## config.mk

```make
export PLATFORM = sky130hd
export DESIGN_NAME = spi_rx_axis_packer
export DESIGN_NICKNAME = d
export VERILOG_FILES = /design/src/rtl/spi_rx_axis_packer.sv
export SDC_FILE = /design/constraint.sdc
export NUM_CORES = 1
export LEC_CHECK = 0
export ABC_AREA = 1
export CORE_ASPECT_RATIO = 0.9
export CORE_MARGIN = 1
export CORE_UTILIZATION = 63
export CTS_BUF_LIST = sky130_fd_sc_hd__clkbuf_8
export DETAILED_ROUTE_END_ITERATION = 16
export GPL_TIMING_DRIVEN = 1
export MAX_ROUTING_LAYER = met4
export PLACE_DENSITY_LB_ADDON = 0.3
export SYNTH_ARGS = -nofsm -noshare
export SYNTH_HDL_FRONTEND = slang
export SYNTH_SLANG_ARGS = --single-unit
```

## constraint.sdc

```tcl
create_clock -name i_Clk -period 4.1 [get_ports i_Clk]
set_input_delay 0.41 -clock i_Clk [delete_from_list [all_inputs] [get_ports i_Clk]]
set_output_delay 0.41 -clock i_Clk [all_outputs]
set_load 0.02 [all_outputs]
```

## src/rtl/spi_rx_axis_packer.sv

```systemverilog
// Tags SPI RX words with frame index and sequence number, buffers them in a
// show-ahead FIFO and presents them as an AXI4-Stream master with packet tlast.
module spi_rx_axis_packer #(
   parameter int unsigned FIFO_DEPTH       = 16,
   parameter int unsigned PACKET_LEN       = 256,
   parameter int unsigned BIT_PER_TRANSFER = 18
) (
   input  logic                          i_Clk,
   input  logic                          i_Rst_L,
   input  logic                          i_RX_DV,
   input  logic [BIT_PER_TRANSFER-1:0]   i_RX_Byte,
   input  logic [2:0]                    i_RX_Count,
   input  logic                          i_Clear,
   output logic [31:0]                   m_axis_tdata,
   output logic                          m_axis_tvalid,
   input  logic                          m_axis_tready,
   output logic                          m_axis_tlast,
   output logic                          o_Overflow,
   output logic [15:0]                   o_Drop_Count,
   output logic [$clog2(FIFO_DEPTH):0]   o_Fill
);

   localparam int unsigned AW = $clog2(FIFO_DEPTH);
   localparam int unsigned FW = AW + 1;
   localparam int unsigned PW = (PACKET_LEN > 1) ? $clog2(PACKET_LEN) : 1;

   typedef struct packed {
      logic                        last;
      logic [7:0]                  seq;
      logic [2:0]                  pad;
      logic [2:0]                  idx;
      logic [BIT_PER_TRANSFER-1:0] word;
   } beat_t;

   beat_t          mem_q [FIFO_DEPTH];
   logic [AW-1:0]  wr_ptr_q, wr_ptr_d;
   logic [AW-1:0]  rd_ptr_q, rd_ptr_d;
   logic [FW-1:0]  fill_q, fill_d;
   logic [7:0]     seq_q, seq_d;
   logic [PW-1:0]  pkt_q, pkt_d;
   logic           ovf_q, ovf_d;
   logic [15:0]    drop_q, drop_d;

   logic  full, not_empty, push, drop, pop, pkt_wrap;
   beat_t wr_beat, head;

   // Full means drop even when a pop happens in the same cycle; clear wins over everything.
   always_comb begin
      full      = (fill_q == FW'(FIFO_DEPTH));
      not_empty = (fill_q != '0);
      push      = i_RX_DV && !full && !i_Clear;
      drop      = i_RX_DV && full && !i_Clear;
      pop       = not_empty && m_axis_tready && !i_Clear;
      pkt_wrap  = (pkt_q == PW'(PACKET_LEN - 1));
      wr_beat   = '{last: pkt_wrap, seq: seq_q, pad: 3'b000, idx: i_RX_Count, word: i_RX_Byte};
   end

   always_comb begin
      wr_ptr_d = wr_ptr_q;
      rd_ptr_d = rd_ptr_q;
      fill_d   = fill_q;
      seq_d    = seq_q;
      pkt_d    = pkt_q;
      ovf_d    = ovf_q;
      drop_d   = drop_q;
      if (i_Clear) begin
         wr_ptr_d = '0;
         rd_ptr_d = '0;
         fill_d   = '0;
         seq_d    = '0;
         pkt_d    = '0;
         ovf_d    = 1'b0;
         drop_d   = '0;
      end else begin
         if (push) begin
            wr_ptr_d = wr_ptr_q + AW'(1);
            seq_d    = seq_q + 8'd1;
            pkt_d    = pkt_wrap ? '0 : pkt_q + PW'(1);
         end
         if (pop) begin
            rd_ptr_d = rd_ptr_q + AW'(1);
         end
         fill_d = fill_q + FW'(push) - FW'(pop);
         if (drop) begin
            ovf_d = 1'b1;
            if (drop_q != 16'hFFFF) begin
               drop_d = drop_q + 16'd1;
            end
         end
      end
   end

   always_ff @(posedge i_Clk or negedge i_Rst_L) begin
      if (!i_Rst_L) begin
         wr_ptr_q <= '0;
         rd_ptr_q <= '0;
         fill_q   <= '0;
         seq_q    <= '0;
         pkt_q    <= '0;
         ovf_q    <= 1'b0;
         drop_q   <= '0;
      end else begin
         wr_ptr_q <= wr_ptr_d;
         rd_ptr_q <= rd_ptr_d;
         fill_q   <= fill_d;
         seq_q    <= seq_d;
         pkt_q    <= pkt_d;
         ovf_q    <= ovf_d;
         drop_q   <= drop_d;
      end
   end

   // Storage is data-only; the empty-gate below keeps stale entries invisible.
   always_ff @(posedge i_Clk) begin
      if (push) begin
         mem_q[wr_ptr_q] <= wr_beat;
      end
   end

   always_comb begin
      head          = mem_q[rd_ptr_q];
      m_axis_tvalid = not_empty;
      m_axis_tdata  = not_empty ? 32'(head[31:0]) : 32'd0;
      m_axis_tlast  = not_empty && head.last;
      o_Overflow    = ovf_q;
      o_Drop_Count  = drop_q;
      o_Fill        = fill_q;
   end

endmodule

```

==> metrics.md <==
| Metric | Value |
|---|---|
| Final Slew Violations | `0` |
| Clock sink total | `526` |
| # nets final | `about 2200` |
| H-tree depth | `3` |
| Crit-path max cell delay | `roughly 0.66 ns` |
| PwrDens | `around 540 nW/um^2` |
| Setup Buffers After CTS | `0` |
| Max Root-Sink Buffers | `3` |
| Routability Congestion | `roughly 0.88` |
| TritonCTS Buffers | `a little over 80` |
| Die H | `approximately 180 um` |
| Setup crit start kind | `register` |
| Total negative setup slack | `0 ns` |
| Clock-pin slew of the registers on the worst-case setup and hold paths | `around 0.060 ns` |
| Slowest stage cell, crit path | `clkdlybuf4s50_1` |
| Routed WL per cell | `19.7 um` |
| Cells after Synth | `2003` |
| Final WS setup | `about 0.25 ns` |
| VDD IR max | `~0.53 mV` |
| Crit path time final | `3.85 ns` |
| Die width | `about 200 um` |
| FF+latch count, synth | `approximately 530` |
| Post-route non-filler standard cell count | `around 2600` |
| Arrival time worst endpoint | `about 3.4 ns` |
| Routed WL | `between 50 and 60 mm` |
| HPWL Detailed | `roughly 28 mm` |
| Worst EP required | `roughly 3.7 ns` |
| Final setup viols | `0` |
| Crit Path Category | `reg -> out` |
| YS warnings | `0` |
| Worst Tran Pin Value | `roughly 1.1 ns` |
| Synth area leader | `edfxtp_1` |
| Vias in the first global route | `14700` |
| Worst hold path class | `in -> async` |
| # hold bufs at CTS | `0` |
| Row cnt | `64` |
| First-pass GRT wire length | `80.2 mm` |
| Final total power | `~0.014 W` |
| Pre-CTS setup slack | `roughly 0.73 ns` |
| Fill count | `around 2300` |
| Pin count of the biggest net entering global routing | `roughly 150` |
| Drt pass-1 iters | `7` |
| Pleak | `between 9 and 10 nW` |
| Seq/Total Area, Yosys | `a little under three quarters` |
| Area delta synth->final | `13.0%` |
| RSZ-0062 raised after global routing | `no` |
| FMAX | `~0.26 GHz` |
| Period utilization | `~94%` |
| Starting DRT DRC Count | `1486` |
| Top cells by area, synth | `edfxtp_1 (66%), nand2_1 (14%), dfrtp_1 (5.2%)` |
| Top cell type's share of synthesized area | `65.6%` |
| WHS | `between 0.004 and 0.005 ns` |
| IO buf count | `78` |
| Share of cells above drive strength 1 | `8.40%` |
| Die Area | `between 30000 and 40000 um^2` |
| CTS tree | `done` |
| Remaining antenna violation count after routing | `0` |
| CTS-repair resized insts | `0` |
| Max_cap viols | `0` |
| Total congestion overflow | `0` |
| Starting Density | `roughly 64%` |
| DR vias | `between 15000 and 20000` |
| Most frequent CP cell | `nand3_1` |
| Clock Skew | `approximately 0.020 ns` |
| Diode count | `0` |
| Post-Syn Area | `around 22000 um^2` |
| Drc violations | `0` |
| Crit path max fanout | `60` |
| Run status | `completed` |
| All-layer global routing usage | `between 30 and 40%` |
| Initial antenna violation count | `0` |
| Synth unique cells | `37` |
| I/O pins | `a little over 80` |
| Placed Instances | `2489` |
| Slew margin rel. | `between 20 and 30%` |
| Skew-Pair Late Insertion Delay | `a little over 0.6 ns` |
| Final Hold Fails | `0` |
| Crit end category | `primary output` |
| Syn avg cell area | `11.0 um^2` |
| Area of the core | `around 34000 um^2` |
| CP Cell Sequence | `inv_6 > buf_4 > nand2_1 > nand3_1 > nand3_1 > nand3_1 > nand2_1 > nor2_1 > clkdlybuf4s50_1` |
| Vias per cell | `about 5.8` |
| Clk root buf | `clkbuf_8` |
[through the flow]
stage	utilization, %	area, um^2
final	72.6	24800
after global placement	68.4	23400
after global routing	72.6	24800
after CTS	72.6	24800
after floorplan	-	22000
after detailed placement	68.4	23400
[layer usage]
metal	GRT usage (%)	part of all wire, %
met2	49.5	49
met3	5.42	8.9
met4	11.9	3.2
met5	-	0
met1	40.7	39
[cells in the final DEF, fill, tap and decap left out, drive strengths merged]
master	Yosys	layout
a21o	1	1
a21oi	98	98
buf	76	46
bufinv	0	2
clkbuf	25	86
clkdlybuf4s50	0	77
clkinv	1	23
clkinvlp	0	1
conb	1	3
dfrtp	46	46
edfxtp	480	480
fa	1	1
ha	14	14
inv	45	73
nand2	822	822
nand3	177	177
nand3b	1	1
nand4	5	5
nor2	116	116
nor3	43	43
o21a	2	2
o21ai	30	30
o21bai	1	1
o22ai	2	2
o31ai	1	1
or2	2	2
xnor2	3	3
xor2	10	10
[synthesized netlist by cell type (all sizes together)]
| cell type | n |
|---|---|
| nand2 | 822 |
| edfxtp | 480 |
| nand3 | 177 |
| nor2 | 116 |
| a21oi | 98 |
| buf | 76 |
| dfrtp | 46 |
| inv | 45 |
| nor3 | 43 |
| o21ai | 30 |
| clkbuf | 25 |
| ha | 14 |
| xor2 | 10 |
| nand4 | 5 |
| xnor2 | 3 |
| o21a | 2 |
| o22ai | 2 |
| or2 | 2 |
| a21o | 1 |
| clkinv | 1 |
| conb | 1 |
| fa | 1 |
| nand3b | 1 |
| o21bai | 1 |
| o31ai | 1 |
[power breakdown]
part           leakage (nW)  switching [W]  internal, W
logic                  4.08        0.00224      0.00114
registers              4.88       0.000136      0.00598
clock network         0.840        0.00196      0.00206
total                  9.79        0.00434      0.00917
[layout make-up]
type                       count  area, um^2  area share [%]
sequential                   526       15600            62.7
clock buffer                  86        1180            4.77
tap                          462         578            2.33
timing repair buffer         123        1230            4.94
multi-input combinational   1332        5830            23.5
inverter                      46         178           0.715
clock inverter                53         272            1.09
[kinds of logic (layout without fill, tap and decap cells)]
| group | Yosys count | after routing | synth area share, % |
|---|---|---|---|
| other | 1 | 3 | 0.0171 |
| adder cells (fa/ha/maj) | 15 | 15 | 0.888 |
| AO/OA/AOI/OAI | 135 | 135 | 3.16 |
| AND/OR/NAND/NOR | 1166 | 1166 | 21.4 |
| XOR/XNOR | 13 | 13 | 0.518 |
| flip-flops | 526 | 526 | 70.8 |
| buffers and inverters | 147 | 308 | 3.13 |
[sequential cells by signal, summed over array words and instances, names as in the netlist]
signal / cells
mem_q: 480
seq_q: 8
wr_ptr_q: 4
rd_ptr_q: 4
o_Overflow: 1
o_Drop_Count: 16
o_Fill: 5
pkt_q: 8
[worst max-delay path: cells and delay by family (launching register included)]
kind | cells | cell delay, ns
and+or+nand+nor | 6 | 0.69
DFF | 1 | 0.64
buffers and inverters | 3 | 1.50
[worst paths after layout]
path                                   from                to  slack (ns)  cells after the start
worst max register to register    o_Fill[2]         o_Fill[4]        0.89                     17
worst max-delay path            rd_ptr_q[0]  m_axis_tdata[29]        0.25                      9
min in group i_Clk               o_Overflow        o_Overflow        0.50                      1
max in group asynchronous           i_Rst_L       rd_ptr_q[0]        3.31                      1
worst min-delay path                i_Rst_L  o_Drop_Count[13]       0.004                      1
worst min register to register   o_Overflow        o_Overflow        0.50                      1
(Power assumes the default switching activity.)
